$ cat config.mk
export PLATFORM = sky130hd
export DESIGN_NAME = fetch_queue
export DESIGN_NICKNAME = d
export VERILOG_FILES = /design/src/rtl/fetch_queue.sv
export SDC_FILE = /design/constraint.sdc
export NUM_CORES = 1
export LEC_CHECK = 0
export ABC_AREA = 1
export CORE_MARGIN = 3
export CORE_UTILIZATION = 40
export CTS_CLUSTER_SIZE = 10
export DETAILED_ROUTE_END_ITERATION = 6
export HOLD_SLACK_MARGIN = 0.1
export PLACE_DENSITY = 0.59
export SYNTH_ARGS = -nofsm -noshare
export SYNTH_HDL_FRONTEND = slang
export SYNTH_SLANG_ARGS = --single-unit
$ cat constraint.sdc
create_clock -name fq_clk -period 11.7 [get_ports fq_clk]
set_input_delay 1.17 -clock fq_clk [delete_from_list [all_inputs] [get_ports fq_clk]]
set_output_delay 1.17 -clock fq_clk [all_outputs]
set_load 0.01 [all_outputs]
$ cat src/rtl/fetch_queue.sv
// Instruction prefetch FIFO between imem read and the decode pipeline register.
// Optional zero-latency bypass of an empty queue: define FETCH_QUEUE_BYPASS_EN.
module fetch_queue #(
  parameter int DEPTH = 4,
  parameter int PC_W  = 32,
  parameter int I_W   = 32,
  parameter int CNT_W = $clog2(DEPTH + 1)
) (
  input  logic             fq_clk,
  input  logic             fq_rst,
  input  logic             fq_i_valid,
  input  logic [PC_W-1:0]  fq_i_pc,
  input  logic [I_W-1:0]   fq_i_instr,
  output logic             fq_o_ready,
  input  logic             fq_i_stall,
  input  logic             fq_i_flush,
  output logic             fq_o_valid,
  output logic [PC_W-1:0]  fq_o_pc,
  output logic [I_W-1:0]   fq_o_instr,
  output logic [CNT_W-1:0] fq_o_count,
  output logic             fq_o_overflow
);

  localparam int PTR_W = $clog2(DEPTH);

  typedef struct packed {
    logic [PC_W-1:0] pc;
    logic [I_W-1:0]  instr;
  } entry_t;

  entry_t            mem_q [DEPTH];
  logic [PTR_W-1:0]  wr_ptr_q, wr_ptr_d;
  logic [PTR_W-1:0]  rd_ptr_q, rd_ptr_d;
  logic [CNT_W-1:0]  count_q, count_d;
  logic              overflow_q, overflow_d;
  logic              empty, full, push, pop, bypass_take;

  assign empty = (count_q == '0);
  assign full  = (count_q == CNT_W'(DEPTH));

  // A bypassed, unstalled instruction goes straight to decode and never occupies a slot.
`ifdef FETCH_QUEUE_BYPASS_EN
  assign bypass_take = empty & fq_i_valid & ~fq_i_flush & ~fq_i_stall;
`else
  assign bypass_take = 1'b0;
`endif

  assign push = fq_i_valid & ~full & ~bypass_take;
  assign pop  = ~empty & ~fq_i_stall;

  assign fq_o_ready    = ~full;
  assign fq_o_count    = count_q;
  assign fq_o_overflow = overflow_q;

  always_comb begin
    // NOTE: every combinational output gets a default first so no path leaves it unassigned (no latch).
    fq_o_valid = 1'b0;
    fq_o_pc    = '0;
    fq_o_instr = '0;
    if (!empty) begin
      fq_o_valid = 1'b1;
      fq_o_pc    = mem_q[rd_ptr_q].pc;
      fq_o_instr = mem_q[rd_ptr_q].instr;
    end
`ifdef FETCH_QUEUE_BYPASS_EN
    else if (fq_i_valid && !fq_i_flush) begin
      fq_o_valid = 1'b1;
      fq_o_pc    = fq_i_pc;
      fq_o_instr = fq_i_instr;
    end
`endif
  end

  always_comb begin
    wr_ptr_d   = wr_ptr_q;
    rd_ptr_d   = rd_ptr_q;
    count_d    = count_q;
    overflow_d = overflow_q | (fq_i_valid & full);
    if (fq_i_flush) begin
      wr_ptr_d = '0;
      rd_ptr_d = '0;
      count_d  = '0;
    end else begin
      if (push) wr_ptr_d = wr_ptr_q + 1'b1;
      if (pop)  rd_ptr_d = rd_ptr_q + 1'b1;
      case ({push, pop})
        2'b10:   count_d = count_q + 1'b1;
        2'b01:   count_d = count_q - 1'b1;
        default: count_d = count_q;
      endcase
    end
  end

  // NOTE: sequential state uses non-blocking assignments so all registers update from pre-edge values.
  always_ff @(posedge fq_clk) begin
    if (fq_rst) begin
      wr_ptr_q   <= '0;
      rd_ptr_q   <= '0;
      count_q    <= '0;
      overflow_q <= 1'b0;
    end else begin
      wr_ptr_q   <= wr_ptr_d;
      rd_ptr_q   <= rd_ptr_d;
      count_q    <= count_d;
      overflow_q <= overflow_d;
    end
  end

  // NOTE: storage is deliberately not reset; count gates every read, so stale contents are never observed.
  always_ff @(posedge fq_clk) begin
    if (!fq_rst && !fq_i_flush && push) begin
      mem_q[wr_ptr_q] <= '{pc: fq_i_pc, instr: fq_i_instr};
    end
  end

endmodule

After elaboration in Yosys (flattened, before gate mapping)

Memory sizes are Yosys's and may differ from the RTL's. A register that Yosys moved wholly into a read port is not among the register bits.
Index checks and enable logic that the tools add are counted.

Equal/unequal tests: 3
Reductions and logical operators: 7
Bitwise logic cells: 7
Mux-type cells: 8
Add/subtract/negate cells: 4

Operators with widths:

| cell                                                               | count |
|---|---|
| 32-bit 2-to-1 mux                                                  | 2 |
| 3-bit case mux with 2 select lines                                 | 1 |
| 2-bit by 1-bit adder with 2-bit output, second input constant      | 2 |
| 2-bit 2-to-1 mux                                                   | 2 |
| 3-bit by 1-bit adder with 3-bit output, second input constant      | 1 |
| 1-bit AND                                                          | 3 |
| 3-bit == test, second input constant                               | 1 |
| 3-bit logical NOT                                                  | 1 |
| 1-bit 2-to-1 mux                                                   | 3 |
| 1-bit inverter                                                     | 3 |
| 3-bit by 1-bit subtractor with 3-bit output, second input constant | 1 |
| 2-bit by 1-bit == test with 1-bit output, second input constant    | 1 |
| 2-bit == test, second input constant                               | 1 |
| 1-bit logical AND                                                  | 2 |
| 1-bit logical NOT                                                  | 2 |
| 2-bit nonzero test                                                 | 1 |
| 2-bit OR reduction                                                 | 1 |
| 1-bit bitwise OR                                                   | 1 |

Output and inout bits: 70
Memory bits (writable): 256
Word-level logic and storage cells: 34
Register bits after elaboration: 8
Memories kept: 1

Memory list:

| memory | depth | width | read ports | clocked after memory_dff | write ports | RTL line | RTL |
|---|---|---|---|---|---|---|---|
| mem_q  | 4     | 64    | 1          | 1                        | 1           | 31       | `entry_t mem_q [DEPTH];` |

Depth between registers and ports, before layout

Gate-level depths: netlist of the first run.

Word-level depth: 6
Mapped depth: 14
Depth with buffers taken out: 13

Least setup slack after synthesis of the first run

OpenSTA, ideal clock, no wires.

Kind: input to register
From: in fq_i_flush
To: mem mem_q[0][0] (netlist name) (enable)
Required time: 11.213 ns
Setup slack: 6.870 ns
Setup time: 0.487 ns
Data arrival time: 4.344 ns
Stages: 3
Path through: nor2_1 nand3_1 nor2_1

Longest elaborated chain between the ends: 5

Ends and longest elaborated chain:

| element                                | RTL line | RTL |
|---|---|---|
| start, declared                        | 16       | `input logic fq_i_flush,` |
| 1-bit logical NOT                      | 111      | `if (!fq_rst && !fq_i_flush && push) begin` |
| 1-bit logical AND (2 in series)        | 111      |  |
| 1-bit 2-to-1 mux                       | 111      |  |
| 1-bit 2-to-1 mux (implied by the code) | 112      | `mem_q[wr_ptr_q] <= '{pc: fq_i_pc, instr: fq_i_instr};` |
| end, declared                          | 31       |  |

No other way between the ends.

==> results of run 1 <==
[state kept, by name (all words and copies together), names as in the netlist, named ones only]
| name | count |
|---|---|
| wr_ptr_q | 2 |
| fq_o_overflow | 1 |
| mem_q | 256 |
| fq_o_count | 3 |
| rd_ptr_q | 2 |
[cells in the mapped netlist]
cell and instances:
nand3b_1 1, o21ai_1 4, o21ai_0 62, buf_4 13, buf_6 10, nand3_1 5
nand2_1 266, inv_1 16, clkbuf_1 7, nor2_1 141, a21oi_1 71, buf_2 17
dfxtp_1 10, nand4_1 2, buf_1 2, inv_2 3, edfxtp_1 256, nand3_2 1
fa_1 1, ha_1 5
[worst reg2reg max path, stage by stage, from the launching register on]
cell     delay, ns
dfxtp_1       0.33
inv_1         0.12
nand3_1       0.25
nand3_1       0.35
nor2_4        0.17
buf_4         0.67
[where the power goes]
group / internal, mW / switching [mW]
Combinational: 0.0680 / 0.0840
Sequential: 1.06 / 0.00445
Clock: 0.485 / 0.337
Total: 1.61 / 0.426
[layer usage]
metal	GRT usage, %	part of all wire [%]
met2	24.8	45
met4	3.66	1.8
met1	22.9	48
met3	3.29	6.0
met5	0	0.056
[layout make-up]
class	count	area share [%]
Tap cell	335	3.21
Timing Repair Buffer	146	11.0
Inverter	19	0.585
Multi-Input combinational cell	559	18.2
Sequential cell	266	60.5
Clock buffer	46	6.45
[final timing paths]
kind                 startpoint              to  slack [ns]  depth (start not counted)
setup reg to reg  fq_o_count[0]    mem_q[2][23]        9.24                          5
hold reg to reg   fq_o_overflow   fq_o_overflow        0.45                          2
hold / removal    fq_o_overflow   fq_o_overflow        0.45                          2
setup / recovery           flop  fq_o_instr[22]        7.08                          7
[cell families (layout without fill, tap and decap cells)]
family | after synthesis | count (layout)
compound gates | 137 | 137
buf+inv | 68 | 211
simple gates | 416 | 416
flops | 266 | 266
fa+ha+maj | 6 | 6
[stage by stage]
step	utilization [%]	std cells
floorplan	-	893
global placement	46.7	1325
detailed placement	46.7	1325
CTS	49.9	1371
global route	49.9	1371
finish	49.9	1371
==> metrics.md, run 1 <==
| Metric | Value |
|---|---|
| Status | finished clean |
| Max_cap viols | 0 |
| Die area | 0.0286 mm² |
| Largest net degree at the start of global routing | 93 |
| Placed instance area | 0.0122 mm² |
| Period Utilization, post-route | 39.5% |
| CP dominant cell by count | nand2_1 |
| Worst-path fanout max | 92 |
| Mux contribution to synthesized area | 0% |
| Detailed placement HPWL | 12500 µm |
| # nets final | 1097 |
| Total power | 2.03 mW |
| Crit-path slowest cell | buf_4 |
| Finished layout cell area | 0.0131 mm² |
| Largest family of logic cells by synthesized area | simple AND/OR/NAND/NOR gates |
| Setup crit end kind | primary output |
| Commonest non-fill, non-tap cell in the layout | nand2_1 |
| Adder-cell share of the synthesized area | 0.776% |
| Critical Path Max Stage Delay | 0.75 ns |
| Initial DRC Count | 431 |
| Vias per inst | 4.94 |
| Sequential area share after synthesis | 74.1% |
| Kind of cell adding the most delay to the critical path | buffers and inverters |
| Crit path DAT | 3.45 ns |
| Slew headroom | 31.2% |
| First-pass GRT wire length | 36300 µm |
| Congestion Overflow GR | 0 |
| Most frequent cells in the layout | nand2_1, edfxtp_1, clkdlybuf4s50_1 |
| CTS clk-pin slew, worst paths | 0.05 ns |
| Synth Cell Area | 0.0106 mm² |
| Initial Utilization | 40.7% |
| Final setup fails | 0 |
| Post-synthesis compound-gate area fraction | 6.44% |
| Final hold violation count | 0 |
| Unrepaired setup endpoints after global routing | no |
| Setup ws final | 7.08 ns |
| Hold Worst Slack | 0.448 ns |
| Setup Buffers After CTS | 0 |
| Io pins | 139 |
| Largest area contributor in the netlist | edfxtp_1 |
| Width of the die | 169 µm |
| Pre-CTS WS | 7.65 ns |
| Hold_buf cts | 0 |
| I/O Buffers | 138 |
| FP Rows | 59 |
| Number of global-route vias before repair | 6788 |
| Area Growth Syn to Fin | 22.7% |
| Clock Latency Late Sink | 0.54 ns |
| Area contributors post-synth | edfxtp_1, nand2_1, nor2_1 |
| # DRC | 0 |
| Register Area | 0.00789 mm² |
| Root Driver | clkbuf_16 |
| Final number of max-transition violations | 0 |
| Final GP Congestion | 0.713 |
| Post-CTS Resized | 0 |
| Yosys warns | 0 |
| Synth top area share | 72.3% |
| Clk buf depth | 3 |
| Clock sinks | 266 |
| Crit Path Class | flop to primary output |
| Share of layout cells above drive strength 1 | 4.83% |
| Worst endpoint required time | 10.53 ns |
| Router iterations before antenna repair | 4 |
| WP buf/inv | 3 |
| Min-Delay Path Class | flop to flop |
| Setup TNS | 0 ns |
| PD cells | 156 mW/mm² |
| Mapped Cells | 893 |
| Die Ht | 169 µm |
| GRT Overall Usage | 15.8% |
| Post-Syn Nets | 968 |
| Count of cell types in the netlist | 20 |
| Clock skew | 0.0163 ns |
| Routed vias | 6767 |
| Fillers | 2324 |
| H-Tree Depth | 1 |
| Fmax | 216 MHz |
| Post-Synth Simple-Gate Area | 14.9% |
| Minimum clock period | 4.62 ns |
| Leak | 4.69 nW |
| Mean Syn Cell Area | 11.9 µm² |
| XOR/XNOR Fraction of Synth Area | 0% |
| Initial antenna violation count | 1 |
| Multi-input logic area | 0.00238 mm² |
| CP cell instances | inv_4 > buf_4 > nand2_1 > nand2_1 > nand2_1 > a21oi_1 > clkdlybuf4s50_1 |
| Post-route ant nets | 0 |
| Actual slew at the worst max-slew pin | 1.03 ns |
| Avg WL per Cell | 16.8 µm |
| Inserted Clock Buffers | 30 |
| Worst setup SP type | flop |
| Core area | 0.0261 mm² |
| Yosys reg bits | 266 |
| Drt total wl | 23000 µm |
| Worst IR Drop VDD | 0.104 mV |
| CTS tree | done |
| Antenna fix cells | 0 |
Power figures use the tool's default switching activity.
==> inputs of run 2 (changes only) <==
==> constraint.sdc (replaced) <==
create_clock -name fq_clk -period 4.7 [get_ports fq_clk]
set_input_delay 0.47 -clock fq_clk [delete_from_list [all_inputs] [get_ports fq_clk]]
set_output_delay 0.47 -clock fq_clk [all_outputs]
set_load 0.01 [all_outputs]
==> metrics.md, run 2 (same netlist as run 1, synthesis figures left out) <==
| Metric | Value |
|---|---|
| Detailed placement HPWL | 12400 µm (-0.56%) |
| I/O Buffers | 138 (unchanged) |
| CTS clk-pin slew, worst paths | 0.06 ns (about the same) |
| Setup TNS | 0 ns (unchanged) |
| Worst IR Drop VDD | 0.219 mV (+110%) |
| Max_cap viols | 0 (unchanged) |
| Routed vias | 6709 (-0.86%) |
| Slew headroom | 30.7% (-0.52 points) |
| Leak | 4.72 nW (+0.53%) |
| Largest net degree at the start of global routing | 96 (+3.2%) |
| Status | finished clean |
| Final number of max-transition violations | 0 (unchanged) |
| Hold Path Sink | fq_o_overflow |
| Congestion Overflow GR | 0 (unchanged) |
| Register Area | 0.00789 mm² (unchanged) |
| Most frequent cells in the layout | nand2_1, edfxtp_1, clkdlybuf4s50_1 |
| First-pass GRT wire length | 35700 µm (-1.7%) |
| Worst endpoint required time | 4.23 ns (-6.30 ns) |
| Critical R2R Capture | mem_q[3][52] |
| Max FFs per register | 256 (unchanged) |
| Hold_buf cts | 0 (unchanged) |
| Die area | 0.0286 mm² (unchanged) |
| Initial DRC Count | 370 (-14%) |
| Unrepaired setup endpoints after global routing | no |
| Worst hold path depth | 2 (unchanged) |
| Clock skew | 0.0149 ns (-0.00140 ns) |
| FP Rows | 59 (unchanged) |
| H-Tree Depth | 1 (unchanged) |
| Final hold violation count | 0 (unchanged) |
| Vias per inst | 4.88 (-1.1%) |
| Register name with the most flops | mem_q |
| Cell count of the worst reg-to-reg path | 5 (unchanged) |
| Initial Utilization | 40.7% (unchanged) |
| Initial antenna violation count | 3 (+2) |
| Total power | 5.04 mW (+150%) |
| Drt total wl | 22800 µm (-0.94%) |
| Clock Latency Late Sink | 0.54 ns (about the same) |
| Root Driver | clkbuf_16 |
| Multi-input logic area | 0.00238 mm² (unchanged) |
| Number of global-route vias before repair | 6664 (-1.8%) |
| Crit path DAT | 3.27 ns (-0.18 ns) |
| Clk buf depth | 3 (unchanged) |
| Width of the die | 169 µm (unchanged) |
| Die Ht | 169 µm (unchanged) |
| HP Start | fq_o_overflow |
| # DRC | 0 (unchanged) |
| Actual slew at the worst max-slew pin | 1.04 ns (+0.00775 ns) |
| Fmax | 267 MHz |
| Antenna fix cells | 0 (unchanged) |
| Core area | 0.0261 mm² (unchanged) |
| Final setup fails | 0 (unchanged) |
| Crit Path Class | flop to primary output |
| Commonest non-fill, non-tap cell in the layout | nand2_1 |
| Worst-path fanout max | 80 (-13%) |
| Fillers | 2294 (-1.3%) |
| Min-Delay Path Class | flop to flop |
| Reg-to-reg slack, setup | 2.17 ns (-7.07 ns) |
| Area Growth Syn to Fin | 23.2% |
| Worst R2R Start | fq_o_count[0] |
| PD cells | 385 mW/mm² (+150%) |
| Post-CTS Resized | 0 (unchanged) |
| Avg WL per Cell | 16.6 µm (-1.2%) |
| # nets final | 1101 (+0.36%) |
| Setup crit end kind | primary output |
| Final GP Congestion | 0.714 (+0.15%) |
| GRT Overall Usage | 15.6% (-0.18 points) |
| Period Utilization, post-route | 79.6% |
| Inserted Clock Buffers | 30 (unchanged) |
| Post-route ant nets | 0 (unchanged) |
| Setup Buffers After CTS | 0 (unchanged) |
| Router iterations before antenna repair | 4 (unchanged) |
| Io pins | 139 (unchanged) |
| Clock sinks | 266 (unchanged) |
| Share of layout cells above drive strength 1 | 5.20% (+0.37 points) |
| Worst setup SP type | flop |
| Minimum clock period | 3.74 ns |
| CTS tree | done |
## run 2: worst max-delay path, cell delays in order (launching register included)
cell	delay [ns]
dfxtp_4	0.91
buf_4	0.62
nor2_1	0.10
nor2_1	0.10
o21ai_0	0.10
a21oi_1	0.23
clkdlybuf4s50_1	0.60
## run 2: power breakdown
part	switching, mW	leakage [nW]	internal (mW)
clock	0.847	0.399	1.17
sequential	0.0145	2.39	2.63
combinational	0.204	1.92	0.173
## run 2: cell type report
| class | count | area share, % |
|---|---|---|
| Sequential cell | 266 | 60.2 |
| Multi-Input combinational cell | 559 | 18.2 |
| Timing Repair Buffer | 150 | 11.5 |
| Clock buffer | 44 | 6.21 |
| Tap cell | 335 | 3.20 |
| Inverter | 19 | 0.582 |
| Clock inverter | 1 | 0.124 |
## run 2: through the flow
stage	std cells	hold slack, ns	utilization, %	setup WS (ns)	cell area [µm²]
after global routing	1374	0.487	50.2	0.658	13100
after CTS	1374	0.457	50.2	0.915	13100
after global placement	1329	0.455	47.0	1.52	12300
final	1374	0.453	50.2	0.957	13100
after floorplan	893	0.448	-	0.570	10600
after detailed placement	1329	0.448	47.0	1.45	12300
## run 2: worst max-delay path by stage
stage	startpoint	to	slack [ns]
2_1_floorplan	fq_i_flush	mem_q[0][0]	0.57
3_3_place_gp	flop	fq_o_pc[15]	1.52
3_5_place_dp	fq_rst	mem_q[3][38]	1.45
4_1_cts	flop	fq_o_pc[24]	0.92
5_1_grt	flop	fq_o_pc[8]	0.66
6_report	flop	fq_o_pc[15]	0.96
## run 2: per-layer routing
metal  routed length, µm  up-vias  GRT usage (%)
met5                  36        -              0
met4                 501        6           4.37
met3                1370       45           3.57
met2               10700      176           25.6
met1               10200     3167           21.2
li1                    -     3315              -
